[src/rtl/vx_afu_pkg.sv]
// Shared state encoding and saturating counter step for the AFU run-control engine.
// Pure declarations: no clocked logic and no handshakes.
package vx_afu_pkg;

  localparam int STATE_W = 3;

  typedef enum logic [STATE_W-1:0] {
    ST_IDLE,
    ST_RESET,
    ST_WAIT_BUSY,
    ST_RUN,
    ST_DRAIN
  } state_t;

  // One step of a counter that sticks at 0 and at max; up and dn together cancel.
  function automatic logic [63:0] sat_updown(input logic [63:0] val,
                                             input logic [63:0] max,
                                             input logic        up,
                                             input logic        dn);
    logic [63:0] res;
    res = val;
    if (up && !dn && val != max) begin
      res = val + 64'd1;
    end else if (dn && !up && val != 64'd0) begin
      res = val - 64'd1;
    end
    return res;
  endfunction

endpackage

[src/rtl/vx_afu_pending_ctr.sv]
// Per-bank outstanding-write counter with sticky overflow/underflow flags.
// One-cycle update latency; never stalls AW/B, bad events are flagged and the count holds.
module vx_afu_pending_ctr
  import vx_afu_pkg::*;
#(
  parameter int W = 16
) (
  input  logic clk,
  input  logic rst_n,
  input  logic clr,
  input  logic inc,
  input  logic dec,
  output logic nonzero,
  output logic ovf,
  output logic unf
);

  localparam logic [W-1:0] MAX = '1;

  logic [W-1:0] count;
  logic [W-1:0] count_d;

  always_comb begin
    count_d = W'(sat_updown(64'(count), 64'(MAX), inc, dec));
  end

  always_ff @(posedge clk or negedge rst_n) begin
    if (!rst_n) begin
      count <= '0;
      ovf   <= 1'b0;
      unf   <= 1'b0;
    end else if (clr) begin
      count <= '0;
      ovf   <= 1'b0;
      unf   <= 1'b0;
    end else begin
      count <= count_d;
      if (inc && !dec && count == MAX) begin
        ovf <= 1'b1;
      end
      if (dec && !inc && count == '0) begin
        unf <= 1'b1;
      end
    end
  end

  assign nonzero = (count != '0);

endmodule

[src/rtl/vx_afu_run_ctrl.sv]
// Run-control engine: processor reset, start, busy tracking, drain and ap_done for N banks.
// ap_done is registered, one cycle after DRAIN sees no pending writes; ap_start is level and ignored unless idle.
module vx_afu_run_ctrl
  import vx_afu_pkg::*;
#(
  parameter int NUM_BANKS   = 1,
  parameter int RESET_DELAY = 8,
  parameter int PENDING_W   = 16,
  parameter int TIMEOUT_W   = 16,
  parameter int CYCLE_W     = 48
) (
  input  logic                 ap_clk,
  input  logic                 ap_rst_n,
  input  logic                 ap_reset,
  input  logic                 ap_start,
  output logic                 ap_done,
  output logic                 ap_ready,
  output logic                 ap_idle,
  output logic                 vx_reset,
  input  logic                 vx_busy,
  input  logic [NUM_BANKS-1:0] awfire,
  input  logic [NUM_BANKS-1:0] bfire,
  input  logic [TIMEOUT_W-1:0] busy_timeout,
  output logic                 pending_any,
  output logic [CYCLE_W-1:0]   run_cycles,
  output logic                 timed_out,
  output logic [NUM_BANKS-1:0] err_overflow,
  output logic [NUM_BANKS-1:0] err_underflow
);

  localparam int RCNT_W = (RESET_DELAY > 1) ? $clog2(RESET_DELAY) : 1;
  localparam logic [RCNT_W-1:0]  RD_LAST = RCNT_W'(RESET_DELAY - 1);
  localparam logic [CYCLE_W-1:0] CYC_MAX = '1;

  state_t               state_q;
  state_t               state_d;
  logic [RCNT_W-1:0]    rst_cnt_q;
  logic [RCNT_W-1:0]    rst_cnt_d;
  logic [TIMEOUT_W-1:0] wd_q;
  logic [TIMEOUT_W-1:0] wd_d;
  logic                 timed_out_d;
  logic                 done_d;
  logic                 vx_reset_d;
  logic                 cyc_clr;
  logic [CYCLE_W-1:0]   cyc_inc;
  logic [NUM_BANKS-1:0] bank_nz;

  for (genvar i = 0; i < NUM_BANKS; i++) begin : g_bank
    vx_afu_pending_ctr #(
      .W(PENDING_W)
    ) u_ctr (
      .clk     (ap_clk),
      .rst_n   (ap_rst_n),
      .clr     (ap_reset),
      .inc     (awfire[i]),
      .dec     (bfire[i]),
      .nonzero (bank_nz[i]),
      .ovf     (err_overflow[i]),
      .unf     (err_underflow[i])
    );
  end

  assign pending_any = |bank_nz;

  always_comb begin
    state_d     = state_q;
    rst_cnt_d   = rst_cnt_q;
    wd_d        = wd_q;
    timed_out_d = timed_out;
    done_d      = 1'b0;
    cyc_clr     = 1'b0;
    case (state_q)
      ST_IDLE: begin
        if (ap_start) begin
          state_d     = ST_RESET;
          rst_cnt_d   = '0;
          timed_out_d = 1'b0;
          cyc_clr     = 1'b1;
        end
      end
      ST_RESET: begin
        if (rst_cnt_q == RD_LAST) begin
          state_d = ST_WAIT_BUSY;
          wd_d    = '0;
        end else begin
          rst_cnt_d = rst_cnt_q + RCNT_W'(1);
        end
      end
      ST_WAIT_BUSY: begin
        // A busy seen on the expiry cycle wins over the watchdog.
        if (vx_busy) begin
          state_d = ST_RUN;
        end else if (busy_timeout != '0 && wd_q == (busy_timeout - TIMEOUT_W'(1))) begin
          state_d     = ST_DRAIN;
          timed_out_d = 1'b1;
        end else begin
          wd_d = wd_q + TIMEOUT_W'(1);
        end
      end
      ST_RUN: begin
        if (!vx_busy) begin
          state_d = ST_DRAIN;
        end
      end
      ST_DRAIN: begin
        if (!pending_any) begin
          state_d = ST_IDLE;
          done_d  = 1'b1;
        end
      end
      default: begin
        state_d = ST_IDLE;
      end
    endcase
    // Processor reset is released one cycle after leaving RESET and reasserted on return to IDLE.
    vx_reset_d = (state_d == ST_IDLE) || (state_q == ST_IDLE) || (state_q == ST_RESET);
    cyc_inc    = CYCLE_W'(sat_updown(64'(run_cycles), 64'(CYC_MAX), 1'b1, 1'b0));
  end

  always_ff @(posedge ap_clk or negedge ap_rst_n) begin
    if (!ap_rst_n) begin
      state_q    <= ST_IDLE;
      rst_cnt_q  <= '0;
      wd_q       <= '0;
      timed_out  <= 1'b0;
      run_cycles <= '0;
      ap_done    <= 1'b0;
      vx_reset   <= 1'b1;
    end else if (ap_reset) begin
      state_q    <= ST_IDLE;
      rst_cnt_q  <= '0;
      wd_q       <= '0;
      timed_out  <= 1'b0;
      run_cycles <= '0;
      ap_done    <= 1'b0;
      vx_reset   <= 1'b1;
    end else begin
      state_q   <= state_d;
      rst_cnt_q <= rst_cnt_d;
      wd_q      <= wd_d;
      timed_out <= timed_out_d;
      ap_done   <= done_d;
      vx_reset  <= vx_reset_d;
      if (cyc_clr) begin
        run_cycles <= '0;
      end else if (state_q != ST_IDLE) begin
        run_cycles <= cyc_inc;
      end
    end
  end

  assign ap_ready = ap_done;
  assign ap_idle  = (state_q == ST_IDLE);

endmodule

[config.mk]
export PLATFORM = sky130hd
export DESIGN_NAME = vx_afu_run_ctrl
export DESIGN_NICKNAME = d
export VERILOG_FILES = /design/src/rtl/vx_afu_pkg.sv /design/src/rtl/vx_afu_pending_ctr.sv /design/src/rtl/vx_afu_run_ctrl.sv
export SDC_FILE = /design/constraint.sdc
export NUM_CORES = 1
export LEC_CHECK = 0
export ABC_AREA = 0
export CELL_PAD_IN_SITES_DETAIL_PLACEMENT = 0
export CELL_PAD_IN_SITES_GLOBAL_PLACEMENT = 2
export CORE_MARGIN = 3
export CORE_UTILIZATION = 31
export CTS_BUF_LIST = sky130_fd_sc_hd__clkbuf_16
export CTS_CLUSTER_SIZE = 28
export DETAILED_ROUTE_END_ITERATION = 7
export HOLD_SLACK_MARGIN = 0.05
export PLACE_DENSITY = 0.79
export SLEW_MARGIN = 20
export SYNTH_ARGS = -nofsm -noshare
export SYNTH_HDL_FRONTEND = slang
export SYNTH_SLANG_ARGS = --single-unit
[constraint.sdc]
create_clock -name ap_clk -period 3.3 [get_ports ap_clk]
set_input_delay 0.66 -clock ap_clk [delete_from_list [all_inputs] [get_ports ap_clk]]
set_output_delay 0.66 -clock ap_clk [all_outputs]
set_load 0.01 [all_outputs]
* Word level (Yosys, flattened, before mapping)
Index checks and enable logic that the tools add are counted.
Storage, ports and cells: bits of input ports 23, output and inout port bits 56, flip-flop bits (word level) 91, logic and storage cells 99
Operators by class: multiplexer cells 39, equality and inequality tests 15, add/sub/neg operators 6, reductions and logical operators 29
Operator list (number):
- 2-to-1 mux 48 bit | 4
- 2-to-1 mux 16 bit | 7
- adder 48 x 1 -> 48 bit, second input constant | 1
- inequality test 48 bit, second input constant | 1
- adder 16 x 1 -> 16 bit, second input constant | 2
- case mux 16 bit (2 select lines) | 1
- nonzero test 16 bit | 2
- subtractor 16 x 1 -> 16 bit, second input constant | 2
- 2-to-1 mux 3 bit | 10
- nonzero test 3 bit | 7
- inequality test 3 bit, second input constant | 6
- == test 16 bit | 1
- == test 16 bit, second input constant | 1
- zero test 16 bit | 1
- inequality test 16 bit, second input constant | 1
- case mux 3 bit (5 select lines) | 1
- 2-to-1 mux 1 bit | 14
- AND reduction 4 bit | 2
- logical AND 1 bit | 7
- == test 3 x 2 -> 1 bit, second input constant | 2
- == test 3 bit, second input constant | 2
- zero test 3 bit | 2
- case mux 3 bit (2 select lines) | 1
- nonzero test 2 bit | 2
- 7 further kinds | 9

* Logic depth before layout (Yosys ltp)
Gate-level depths: netlist of the first run.
depth in word-level cells 10, depth in mapped cells 13, mapped depth without buffers 13

* Cells and area by module
From an unflattened synthesis of the first run, not the netlist that was laid out.
Unflattened totals: cell total of the unflattened synthesis 665, area total of the unflattened synthesis 5929.4 µm²
By module, submodules not included:
- vx_afu_run_ctrl | instances 1, cells an instance 491, seq. area each 1828.0 µm², area an instance 4375.4 µm²
- vx_afu_pending_ctr | instances 1, cells an instance 174, seq. area each 450.4 µm², area an instance 1554.0 µm²

* Worst setup path after synthesis of the first run
OpenSTA, ideal clock, no wires.
path type input-to-reg, from input bfire, to register g_bank[0].u_ctr.count[14], arrival 3425 ps, setup time 69 ps, slack -194 ps, buffers on the path 0, cell stages on the path 11, cell sequence inv_1 nand3b_1 ha_1 nand2b_1 a21oi_1 o41a_1 a41o_1 o41ai_1 o21ai_1 or4b_1 nand3_1
On the way: cells in the longest elaborated chain, start to end 5, elaborated cells between the ends (all ways) 8, those cells by class 2 x mux; 6 x reduce/logical
RTL lines:
- from (decl) | RTL line vx_afu_run_ctrl.sv:22 | input logic [NUM_BANKS-1:0] bfire,
- zero test 1 bit | RTL line vx_afu_pkg.sv:22 | if (up && !dn && val != max) begin
- logical AND 1 bit (2 in series) | RTL line vx_afu_pkg.sv:22
- 2-to-1 mux 16 bit | RTL line vx_afu_pkg.sv:22
- 2-to-1 mux 16 bit | RTL line vx_afu_pending_ctr.sv:32 | end else if (clr) begin
- to (signal assigned) | RTL line vx_afu_pending_ctr.sv:37 | count <= count_d;
- to (decl) | RTL line vx_afu_pending_ctr.sv:20 | logic [W-1:0] count;
Parallel ways exist; a longest one is shown, timed or not. A chain may end at the register's enable or synchronous reset.

* Worst setup path after layout of the first run
Same ends and word-level chain as after synthesis.

==> results of run 1 <==
-- cells in the mapped netlist (all sizes together), types with 6 or more instances --
cell type,count
nand2,66
dfrtp,90
nand3b,7
inv,26
xnor2,31
or4,12
nor3,19
a21oi,36
nor2,92
and4,8
o21ai,29
and3,12
ha,19
o221a,6
clkbuf,19
nor4,10
o31ai,12
a211oi,6
nand4,20
xor2,37
or3,7
nand3,30
-- path summary, 6_finish.rpt --
path	slack, ps	endpoint	depth (start not counted)	start
max	90	g_bank[0].u_ctr.count[14]	13	bfire
min in group ap_clk	490	rst_cnt_q[0]	1	rst_cnt_q[0]
min	360	run_cycles[38]	1	ap_rst_n
max reg2reg	110	g_bank[0].u_ctr.count[14]	13	g_bank[0].u_ctr.count[7]
max in group asynchronous	2140	run_cycles[10]	2	ap_rst_n
min reg2reg	490	rst_cnt_q[0]	1	rst_cnt_q[0]
-- timing repair --
item | CTS | global route
resized for setup | 8 | 28
pin swaps | 3 | 19
gates cloned | 0 | 1
endpoints found under the setup margin | 12 | 23
buffers inserted | 2 | 5
-- worst max-delay path, stage by stage --
cell and delay, ps:
clkdlybuf4s50_1 430, inv_1 80, nand3b_1 130, buf_6 160, ha_1 330, nand2b_1 110
a21oi_1 90, o41a_1 360, a41o_1 240, o41ai_4 270, o21ai_2 80, or4b_1 460
nand3_1 90
-- power breakdown --
part | internal, mW | switching [mW] | leakage [nW]
sequential | 1.17 | 0.0365 | 1.25
combinational | 0.557 | 0.585 | 2.04
clock | 0.581 | 0.457 | 0.145
total | 2.31 | 1.08 | 3.44
-- registers in the layout, summed over array words and instances (netlist names) --
register	count
ap_done	1
g_bank.u_ctr.count	16
g_bank.u_ctr.ovf	1
g_bank.u_ctr.unf	1
rst_cnt_q	3
run_cycles	48
state_q	3
timed_out	1
vx_reset	1
wd_q	16
-- kinds of logic (layout without fill, tap and decap cells) --
kind of cell             Yosys count  in the layout  synth area share, %
AO/OA/AOI/OAI                    133            133                 15.3
XOR/XNOR                          68             68                 10.1
adder cells (fa/ha/maj)           20             20                 4.37
buffers and inverters             50            213                 3.37
flip-flops                        91             91                 38.6
multiplexers                       6              6                 1.10
AND/OR/NAND/NOR                  311            311                 27.1
-- final cells by class --
type / instances / area share, %
tap: 229 / 3.56
timing repair buffer: 170 / 19.1
inverter: 27 / 1.26
clock inverter: 7 / 0.809
sequential: 91 / 28.3
clock buffer: 9 / 2.80
multi-input combinational: 538 / 44.1
-- per-stage QoR --
step	cells	setup WS (ps)	utilization [%]	area [µm²]	hold WS, ps
global route	1071	-81.1	43.9	8040	450
detailed placement	1047	-484	41.0	7520	486
finish	1071	87.7	43.9	8040	362
floorplan	679	-76.6	-	5910	364
CTS	1065	0.00311	42.9	7870	401
global placement	1047	-461	41.0	7520	466
-- metal layers --
layer  routed length (µm)  part of all wire (%)
met1                 8060                    47
met2                 8000                    47
met3                  747                   4.4
met4                  243                   1.4
met5                    0                     0
==> out/metrics.cfg, run 1 <==
[timing]
rsz0062_at_grt=yes
max_slew_margin_pct=49.2
drv_slew=0
finalSetupViolCount=0
skew_ps=10.7
fin_crit_ps=3210
fin_setup_tns_ps=0
fmax_mhz=311
worst_slew_pin_slew_ps=761
finalCritPeriodShare_pct=97.3
hold_viol=0

[worst_setup_path]
worstPathArrival_ps=3500
worst_setup_path_end_kind=flop
path_class=in2reg
critPathMaxFanout=4
crit_path_start_kind=primary input
critPathRequiredTime_ps=3590

[clocking]
cts_tree=yes
cts.sinks=91
hold_buffers=0
h-tree-depth=3
clock_path_buffers=2
root_buffer=clkbuf_16
cts.clk_slew.worst_paths_ps=70
numCtsBuffers=9
insertion_delay_ps=350

[synthesis]
synthArstFlopShare_pct=100
netlist-cell-type-count=70
synth-edff-count=0
synth_area_leaders=dfrtp_1 (38%), nor2_1 (5.8%), xor2_1 (5.5%)
ys_seq_area_share_pct=38.6
yosysTopAreaCellShare_pct=38.2
netlist_area_um2=5900
syn_area_per_cell_um2=8.69
synth_flop_cell=dfrtp_1
syn_nets=722
synth.largest_area_cell=dfrtp_1
ys_seq_elements=91
synthCells=679
yosysWarnings=0

[finish]
syn2layout_area_growth_pct=36.3
layout.cells.most_common_list=nor2_1 (90), dfrtp_1 (90), buf_4 (89), clkdlybuf4s50_1 (66), nand2_1 (65)
n_antenna_cell=0
drive_gt1_share_pct=16.0
nFillCells=1791
register_area_um2=2280
nets=880
multiInputGateArea_um2=3550

[floorplan]
die-width_um=144
fp.coreArea_um2=18300
fp.dieArea_um2=20700
io_pins=79
start_util_pct=32.2
core.rowCount=49
die_h_um=144

[global_routing]
overflow=0
grt.busiest_layer=met2
antenna_found_initial=0
grt_pass1_vias=5706
track_usage_pct=16.7
grt_max_degree=56
grtUsageMet2_pct=26.7
global_route.usage.met1_pct=22.8
grt_first_pass_wirelength_mm=28.2
global_route.usage.met3_pct=3.19

[detailed_routing]
via_per_inst=5.32
ant_nets=0
drc_errors=0
num_vias=5703
dr.pass1.iters=5
wl_mm=17.1
drt-initial-drc-count=233
wl_per_cell_um=15.9

[run_status]
status=finished clean

[flow_run]
maxCapViolCount=0

[place]
hpwl_mm=12.5
port_buffers=78
gp_congestion=0.809

[power_and_ir_drop]
total_power_mw=3.39
leakage_nw=3.44
irDropWorstVdd_v=0.000302
p_per_area_nw_per_um2=422

[min_path]
hold_class=in2async

No activity file was read; power rests on OpenSTA's default activity.
==> run 2: changes to the inputs <==
CORE_UTILIZATION = 30   (was 31)
PLACE_DENSITY = 0.77   (was 0.79)
==> out/metrics.cfg, run 2 (synthesized netlist as in run 1, its figures left out) <==
[timing]
hold_viol=0
worst_slew_pin_slew_ps=711
finalCritPeriodShare_pct=97.9
fin_setup_tns_ps=0
fin_ws_ps=67.7
fin_crit_ps=3230
holdWs_ps=345
skew_ps=5.70
drv_slew=0
max_slew_margin_pct=52.6
finalSetupViolCount=0
rsz0062_at_grt=yes
fmax_mhz=309

[worst_setup_path]
critical-path-max-stage-delay_ps=480
crit_path_start_kind=primary input
critPathMaxFanout=4
path_class=in2reg
cp_cell_sequence=clkdlybuf4s50_1 > nand3b_1 > buf_4 > buf_4 > inv_1 > fa_2 > nand2b_4 > a21oi_2 > o41a_1 > a41o_1 > o41ai_4 > o21ai_1 > or4b_1 > nand3_1
worstPathArrival_ps=3510
cp_slowest_cell=clkdlybuf4s50_1
critPathRequiredTime_ps=3580
worst_setup_path_end_kind=flop
critical-path-top-delay-family=compound AO/OA/AOI/OAI gates
cpMostUsedCell=buf_4
worst-path-buf-inv=4

[clocking]
root_buffer=clkbuf_16
h-tree-depth=3
cts.clk_slew.worst_paths_ps=70
numCtsBuffers=9
cts_tree=yes
clock_path_buffers=2
cts.sinks=91
insertion_delay_ps=350

[detailed_routing]
wl_per_cell_um=15.9
drc_errors=0
dr.pass1.iters=4
num_vias=5768
ant_nets=0
via_per_inst=5.17
drt-initial-drc-count=245
wl_mm=17.8

[finish]
final_area_um2=8340
nets=894
reg_top3=run_cycles: 48 flops, g_bank.u_ctr.count: 16 flops, wd_q: 16 flops
drive_gt1_share_pct=19.0
n_antenna_cell=0
final_util_pct=43.8
largest_reg_flops=48
top_register=run_cycles
layout.cells.most_common_list=buf_4 (100), nor2_1 (90), dfrtp_1 (90), clkdlybuf4s50_1 (69), nand2_1 (65)
mostFrequentLayoutCell=buf_4
stdcell_count=1116
syn2layout_area_growth_pct=41.4
nFillCells=1902

[power_and_ir_drop]
p_per_area_nw_per_um2=420
irDropWorstVdd_v=0.000311
total_power_mw=3.50
leakage_nw=3.46

[floorplan]
io_pins=79
start_util_pct=31.0
fp.coreArea_um2=19000
die_h_um=146
core.rowCount=50
die-width_um=146
fp.dieArea_um2=21400

[place]
gp_congestion=0.849
hpwl_mm=12.6
place_ws_ps=-460
place_area_um2=7570
port_buffers=78
dp_cells=1078

[global_routing]
overflow=0
grt_max_degree=51
track_usage_pct=16.3
antenna_found_initial=0
grt_first_pass_wirelength_mm=29.1
grt_pass1_vias=5798

[run_status]
status=finished clean

[min_path]
hold_class=in2async

[flow_run]
maxCapViolCount=0

==> run 2: timing repair <==
action	CTS	global route
hold buffers	0	0
resized for setup	26	31
pin swaps	15	15
setup buffers	12	10
cloned	1	0
endpoints found under the setup margin	18	22
==> run 2: final timing paths <==
path | startpoint | slack (ps) | to | cells after the start
setup / recovery | awfire | 70 | g_bank[0].u_ctr.count[14] | 14
hold / removal | ap_rst_n | 340 | run_cycles[15] | 1
setup reg to reg | g_bank[0].u_ctr.count[11] | 70 | g_bank[0].u_ctr.count[14] | 16
hold reg to reg | rst_cnt_q[0] | 490 | rst_cnt_q[0] | 1
max in group asynchronous | ap_rst_n | 2270 | g_bank[0].u_ctr.count[3] | 2
min in group ap_clk | rst_cnt_q[0] | 490 | rst_cnt_q[0] | 1
==> run 2: per-layer routing <==
metal  track usage (%)  routed length (µm)
met5                 0                   0
met4              4.23                 230
met3              3.17                 737
met2              26.6                8510
met1              22.1                8290
==> run 2: layout make-up <==
class                           count  area [µm²]  area share, %
Timing Repair Buffer              184        1640           19.7
Tap cell                          260         325           3.90
Clock inverter                      7        68.8          0.825
Sequential cell                    91        2280           27.3
Inverter                           27         101           1.22
Clock buffer                        9         225           2.70
Multi-Input combinational cell    538        3700           44.4
==> run 2: power by group <==
part / switching (mW) / internal, mW / leakage [nW]
logic: 0.613 / 0.616 / 2.07
clock network: 0.469 / 0.585 / 0.137
registers: 0.0431 / 1.17 / 1.25
